--- config.mk ---
export PLATFORM = sky130hd
export DESIGN_NAME = pipeline_hazard_ctrl
export DESIGN_NICKNAME = d
export VERILOG_FILES = /design/src/rtl/pipeline_hazard_ctrl.sv
export SDC_FILE = /design/constraint.sdc
export NUM_CORES = 1
export LEC_CHECK = 0
export ABC_AREA = 0
export CORE_MARGIN = 2
export CORE_UTILIZATION = 54
export DETAILED_ROUTE_END_ITERATION = 8
export PLACE_DENSITY = 0.95
export SYNTH_ARGS = -nofsm -noshare
export SYNTH_HDL_FRONTEND = slang
export SYNTH_SLANG_ARGS = --single-unit
--- constraint.sdc ---
create_clock -name clk_i -period 3.4 [get_ports clk_i]
set_input_delay 0.51 -clock clk_i [delete_from_list [all_inputs] [get_ports clk_i]]
set_output_delay 0.51 -clock clk_i [all_outputs]
set_load 0.005 [all_outputs]
--- src/rtl/pipeline_hazard_ctrl.sv ---
// Stall/flush scheduler for the 5-stage MIPS pipeline: start-up gating,
// load-use interlock, branch/jump redirect and data-memory wait with timeout.
//
// Data-memory handshake: dmem_req_i is held high by the MEM stage for as long
// as it holds a lw/sw; the access completes in the cycle where dmem_req_i and
// dmem_ack_i are both high. Every cycle with req high and ack low is a wait
// cycle in which the whole pipeline is frozen.
module pipeline_hazard_ctrl #(
    parameter int CNT_W       = 32,
    parameter int MEM_TIMEOUT = 16
) (
    input  logic             clk_i,
    input  logic             rst_i,
    input  logic             start_i,
    input  logic             idex_memread_i,
    input  logic [4:0]       idex_rt_i,
    input  logic [4:0]       ifid_rs_i,
    input  logic [4:0]       ifid_rt_i,
    input  logic             id_uses_rt_i,
    input  logic             branch_taken_i,
    input  logic             jump_i,
    input  logic             dmem_req_i,
    input  logic             dmem_ack_i,
    output logic             pc_write_o,
    output logic             ifid_write_o,
    output logic             ifid_flush_o,
    output logic             idex_write_o,
    output logic             idex_bubble_o,
    output logic             exmem_write_o,
    output logic             memwb_bubble_o,
    output logic [1:0]       state_o,
    output logic             err_o,
    output logic [CNT_W-1:0] stall_cnt_o,
    output logic [CNT_W-1:0] flush_cnt_o
);

    localparam int WAIT_W = $clog2(MEM_TIMEOUT + 1);

    typedef enum logic [1:0] {
        S_IDLE     = 2'd0,
        S_RUN      = 2'd1,
        S_MEM_WAIT = 2'd2,
        S_HALT     = 2'd3
    } state_t;

    state_t            state_q, state_d;
    logic [WAIT_W-1:0] wait_q, wait_d;
    logic              err_q, err_d;
    logic              load_use, mem_stall, redirect, active;

    assign load_use  = idex_memread_i && (idex_rt_i != 5'd0) &&
                       ((idex_rt_i == ifid_rs_i) ||
                        (id_uses_rt_i && (idex_rt_i == ifid_rt_i)));
    assign mem_stall = dmem_req_i && !dmem_ack_i;
    assign redirect  = branch_taken_i || jump_i;
    assign active    = (state_q == S_RUN) || (state_q == S_MEM_WAIT);

    assign state_o = state_q;
    assign err_o   = err_q;

    // State register with wait counter and sticky timeout error
    always_ff @(posedge clk_i) begin
        if (!rst_i) begin
            state_q <= S_IDLE;
            wait_q  <= '0;
            err_q   <= 1'b0;
        end else begin
            state_q <= state_d;
            wait_q  <= wait_d;
            err_q   <= err_d;
        end
    end

    // Next-state: start gating, memory wait tracking and timeout to HALT
    always_comb begin
        state_d = state_q;
        wait_d  = wait_q;
        err_d   = err_q;
        case (state_q)
            S_IDLE: begin
                wait_d = '0;
                if (start_i) state_d = S_RUN;
            end
            S_RUN: begin
                if (mem_stall) begin
                    state_d = S_MEM_WAIT;
                    wait_d  = WAIT_W'(1);
                end
            end
            S_MEM_WAIT: begin
                if (mem_stall) begin
                    if (wait_q == WAIT_W'(MEM_TIMEOUT)) begin
                        state_d = S_HALT;
                        err_d   = 1'b1;
                    end else begin
                        wait_d = wait_q + WAIT_W'(1);
                    end
                end else begin
                    state_d = S_RUN;
                    wait_d  = '0;
                end
            end
            default: begin
                // HALT is left only through reset
                state_d = S_HALT;
            end
        endcase
    end

    // Pipeline register controls: mem freeze > load-use > redirect > flow
    always_comb begin
        pc_write_o     = 1'b1;
        ifid_write_o   = 1'b1;
        ifid_flush_o   = 1'b0;
        idex_write_o   = 1'b1;
        idex_bubble_o  = 1'b0;
        exmem_write_o  = 1'b1;
        memwb_bubble_o = 1'b0;
        if (state_q == S_IDLE) begin
            // Hold fetch, keep feeding nops down the back half
            pc_write_o    = 1'b0;
            ifid_write_o  = 1'b0;
            idex_bubble_o = 1'b1;
        end else if ((state_q == S_HALT) || mem_stall) begin
            // Full freeze; MEM/WB gets a nop so WB does not repeat
            pc_write_o     = 1'b0;
            ifid_write_o   = 1'b0;
            idex_write_o   = 1'b0;
            exmem_write_o  = 1'b0;
            memwb_bubble_o = 1'b1;
        end else if (load_use) begin
            // Branch operands are not valid yet, so redirect waits a cycle
            pc_write_o    = 1'b0;
            ifid_write_o  = 1'b0;
            idex_bubble_o = 1'b1;
        end else if (redirect) begin
            ifid_flush_o = 1'b1;
        end
    end

    // Saturating performance counters
    always_ff @(posedge clk_i) begin
        if (!rst_i) begin
            stall_cnt_o <= '0;
            flush_cnt_o <= '0;
        end else begin
            if (active && (mem_stall || load_use) && (stall_cnt_o != '1))
                stall_cnt_o <= stall_cnt_o + CNT_W'(1);
            if (ifid_flush_o && (flush_cnt_o != '1))
                flush_cnt_o <= flush_cnt_o + CNT_W'(1);
        end
    end

endmodule

==> results.ini <==
[synthesis]
synth_top_area_frac=0.350
synth_area_sq_mm=0.00412
syn_nets=535
yosys-top-cells-area=dfxtp_1, a21oi_1, mux2i_1
yosysSeqAreaShare=0.350
synth_flop_cell=dfxtp_1
synth-edff-count=0
synthArstFlopShare=0
synthCells=502
synth_largest_area_cell=dfxtp_1
synth.avg_cell_area_sq_um=8.21
synthDistinctLibCells=55
synth_seq_cells=72
yosysWarningCount=0

[placement]
io_buffers=97
dpl.hpwl_um=7630
gp_congestion=0.883
placed_area_sq_mm=0.00513
placedCellCount=677

[power_and_ir_drop]
peakVddDrop_mv=0.232
power_leakage_nw=1.70
p_per_area_mw_per_mm2=407

[route]
drt-total-wl_um=11000
viasPerCell=6.18
drt-pass1-iter-count=4
drc_errors=0
ant_nets=0
num_vias=4280
drt_iter0_drc=267
wl_per_cell_um=15.8

[worst_setup_path]
rr_worst_depth=7
crit_type=in -> out
max_stage_delay_ps=580
worstSetupStartpointType=primary input
endpoint_kind=output pin
slowest_stage=clkdlybuf4s50_1
cpMostUsedCell=clkdlybuf4s50_1
rr_endpoint=flush_cnt_o[19]
cp_data_arrival_time_ps=2760
required_ps=2890
crit_fanout=3
r2r_setup_slack_ps=720
worstPathCellList=clkdlybuf4s50_1 > or4_4 > o21ai_4 > nor2_1 > nor4_1 > clkdlybuf4s50_1
cp-startpoint=idex_rt_i[1]
regToRegStartpoint=state_o[0]
crit_end=ifid_write_o

[final_layout]
n_fill_cell=514
area_delta_synth_final_pct=29.2
nNetsFinal=622
fin_cells=693
multi_input_area_sq_mm=0.00248
regArea_sq_mm=0.00144
final_area_sq_mm=0.00532
drive_gt1_frac=0.0673
diodes=0

[sta]
clock.fmax_mhz=306
setup_viol=0
finClkSkew_ps=17.2
fin_crit_ps=3270
worstMarginPinSlew_ps=860
fin_crit_sh=0.963
rsz0062_at_grt=false
setup_tns_ps=0
hold_violations=0
slew_headroom=0.424
report.final.slew_viol_count=0

[global_routing]
grt_max_degree=50
grt_first_pass_wirelength_um=18400
antenna_found_initial=0
grt_pass1_vias=3969
grt-ovfl-total=0
grt.total_usage=0.264

[min_path]
hold_class=reg -> reg

[clock_tree]
root_buffer=clkbuf_8
holdBufCountCts=0
clk_latency_ps=360
h-tree-depth=3
path_clk_slew_ps=70
cts_tree=done
clkSinkCount=72
cts_resized=0
postCtsSetupBuffers=0
clockBufferDepth=2
cts-buffers-inserted=9

[floorplan]
num_rows=31
dieArea_sq_mm=0.00835
start_util=0.562
die_width_um=91.4
ios=98
die_h_um=91.4
fp.coreArea_sq_mm=0.00733

[job]
cap_violations=0

[status]
status=finished, final reports clean

==> kinds of logic (layout without fill, tap and decap cells) <==
kind of cell | after synthesis | in the layout | synth area share
AOI/OAI and AO/OA | 103 | 103 | 0.158
xor gates and xnor gates | 16 | 16 | 0.0340
adders and majority gates | 9 | 9 | 0.0273
buffers and inverters | 42 | 134 | 0.0474
DFF | 72 | 72 | 0.350
muxes | 20 | 20 | 0.0486
and+or+nand+nor | 240 | 240 | 0.335
==> sequential cells by signal, summed over array words and instances, names as in the netlist <==
| name | cells |
|---|---|
| wait_q | 5 |
| flush_cnt_o | 32 |
| err_o | 1 |
| state_o | 2 |
| stall_cnt_o | 32 |
==> placed cells by master, fill, tap and decap left out, types with 9 or more instances in the layout <==
cell / count
a21oi_1: 42
and3_1: 15
inv_1: 13
nor2_1: 27
ha_1: 9
mux2i_1: 20
nand3_1: 22
o21ai_0: 18
dfxtp_1: 72
or4_1: 22
clkbuf_8: 9
xor2_1: 15
or3_1: 17
o31ai_1: 22
nand2b_1: 20
nand2_1: 48
clkdlybuf4s50_1: 97
nand4_1: 18
nor4_1: 16
==> critical path, delay by kind of cell <==
kind / cells / cell delay [ps]
AND/OR/NAND/NOR: 3 / 1050
AO/OA/AOI/OAI: 1 / 140
buffers and inverters: 2 / 1060
==> per-stage QoR <==
| stage | hold slack [ps] | utilization | power, mW | setup slack, ps |
|---|---|---|---|---|
| floorplan | 465 | - | 1.28 | 1040 |
| global placement | 452 | 0.699 | 1.46 | 210 |
| detailed placement | 466 | 0.699 | 1.49 | 171 |
| CTS | 482 | 0.726 | 2.16 | 161 |
| global route | 502 | 0.726 | 2.27 | 75.6 |
| finish | 476 | 0.726 | 2.17 | 127 |
==> cell usage after synthesis (17+ instances only) <==
master	number
dfxtp_1	72
nand2_1	48
a21oi_1	42
nor2_1	27
nand3_1	22
o31ai_1	22
or4_1	22
mux2i_1	20
nand2b_1	20
nand4_1	18
o21ai_0	18
or3_1	17
==> power by group <==
group	total (mW)	switching, mW	internal [mW]
Clock	0.684	0.343	0.341
Sequential	0.898	0.0311	0.867
Combinational	0.586	0.345	0.241
Total	2.17	0.719	1.45
==> metal layers <==
metal,track usage,up-vias,part of all wire
met3,0.0598,26,0.071
met2,0.454,199,0.49
met5,0,-,0
li1,-,2048,-
met4,0.0960,0,0.020
met1,0.321,2007,0.42
==> worst min path at each step <==
stage                     slack (ps)  cells past startpoint   from  endpoint
after floorplan                  470                      2  err_o     err_o
after global placement           450                      2  err_o     err_o
after detailed placement         470                      2  err_o     err_o
after CTS                        480                      2  err_o     err_o
after global routing             500                      2  err_o     err_o
final                            480                      2  err_o     err_o
==> area by class of cell <==
| cell class | count | area share |
|---|---|---|
| multi-input combinational | 388 | 0.467 |
| sequential | 72 | 0.271 |
| timing repair buffer | 104 | 0.192 |
| clock buffer | 10 | 0.0240 |
| tap | 99 | 0.0233 |
| clock inverter | 6 | 0.0132 |
| inverter | 14 | 0.00987 |
No activity file was read; power rests on OpenSTA's default activity.
==> patch: new RTL, same settings <==
`MEM_TIMEOUT`: 16 -> 8.
--- a/src/rtl/pipeline_hazard_ctrl.sv
+++ b/src/rtl/pipeline_hazard_ctrl.sv
@@ -7,7 +7,7 @@
 // cycle in which the whole pipeline is frozen.
 module pipeline_hazard_ctrl #(
     parameter int CNT_W       = 32,
-    parameter int MEM_TIMEOUT = 16
+    parameter int MEM_TIMEOUT = 8
 ) (
     input  logic             clk_i,
     input  logic             rst_i,
Behaviour: same outputs for any inputs over 10 cycles, from zero or initial values and one cycle with rst_i low; that may be too few to reach the edited logic, so the function may still have changed.
==> patch against the unedited design <==
Routed wire length fell by 2.6%; core utilization up 1.4 points; sequential share of layout area up 0.71 points; power is 2.7% lower; clock skew down 0.0064 ns; global-route usage increased by 1.5 points; sequential cell count fell by 1; maximum frequency grew 2.7%; cell area shrank 3.9%; synthesized area decreased by 5.5%; setup slack better by 0.087 ns; critical path type unchanged.
==> patch: results (changes against the unedited design) <==
initial drt markers 231 (-13%); largest cells by area after synthesis dfxtp_1 36%, nand3_1 4.5%, a21oi_1 4.2%; DRT met1 WL 4.25 mm (-7.3%); Seq area share 0.278 (+0.00715); syn_nets 513 (-4.1%); footprint of the multi-input gates 2260 sq um (-9.2%); Clk pwr share 0.337 (+0.022); XOR/XNOR share of the synthesized area 0.0469 (+0.0129); Max VDD drop 313 uV (+35%); synth unique cells 46 (-16%); clock sinks 71 (-1.4%); Buffers, non-clock 108 (+3.8%); met3 wire length 770 um (-1.0%); fraction of layout cells with a size suffix above 1 0.0694 (+0.00210); Synth Area in Compound Gates 0.155 (-0.00245); total number of vias 4,074 (-4.8%); CP peak stage delay 0.54 ns (-0.04 ns); Placed Area 4900 sq um (-4.3%); met2 Track Usage GR 0.492 (+0.0375); largest net degree at the start of global routing 39 (-22%); post-synthesis adder-cell area fraction 0.0289 (+0.00158); critical-path maximum fanout 4 (+1); first-pass GRT wire length 17.5 mm (-5.0%); Int Pwr 1.49 mW (+2.6%); gr usage total 0.279 (+0.0151); Pre-antenna DRT Iters 5 (+1); WL met2 5.52 mm (+2.3%); slowest library cell on the worst path or4_1; clock-cell share of area 0.0411 (+0.00396); share of power burned in registers 0.423 (+0.009); post-synthesis sequential area ratio 0.365 (+0.0151); Top Registers flush_cnt_o x32, stall_cnt_o x32, wait_q x4; outcome completed; fin nets 604 (-2.9%); Pleak 1.68 nW (-1.1%); fill cell count 533 (+3.7%); clk_skew 0.0108 ns (-0.00642 ns); commonest cells in the netlist 71 x dfxtp_1, 40 x nand2_1, 35 x nand3_1, 33 x a21oi_1, 31 x nor2_1; Multi-Input Combinational 367 (-5.4%)
patch: critical path: cells and delay by family:
family,cells,cell delay [ns]
AO/OA/AOI/OAI,2,0.37
AND/OR/NAND/NOR,2,0.78
buffers and inverters,2,1.01
patch: path summary, 6_finish.rpt:
path	startpoint	to	slack [ns]	cells after the start
setup / recovery	idex_rt_i[2]	pc_write_o	0.21	6
hold / removal	stall_cnt_o[9]	stall_cnt_o[9]	0.49	2
setup reg to reg	flush_cnt_o[0]	flush_cnt_o[8]	0.39	10
hold reg to reg	stall_cnt_o[9]	stall_cnt_o[9]	0.49	2
patch: stage by stage:
stage                     power, mW  setup slack [ns]  hold WS, ns  std cells
after global routing           2.20             0.134        0.526        672
after floorplan                1.23             0.886        0.453        480
after global placement         1.38             0.275        0.454        656
after CTS                      2.11             0.228        0.491        672
after detailed placement       1.41             0.162        0.476        656
final                          2.11             0.214        0.490        672
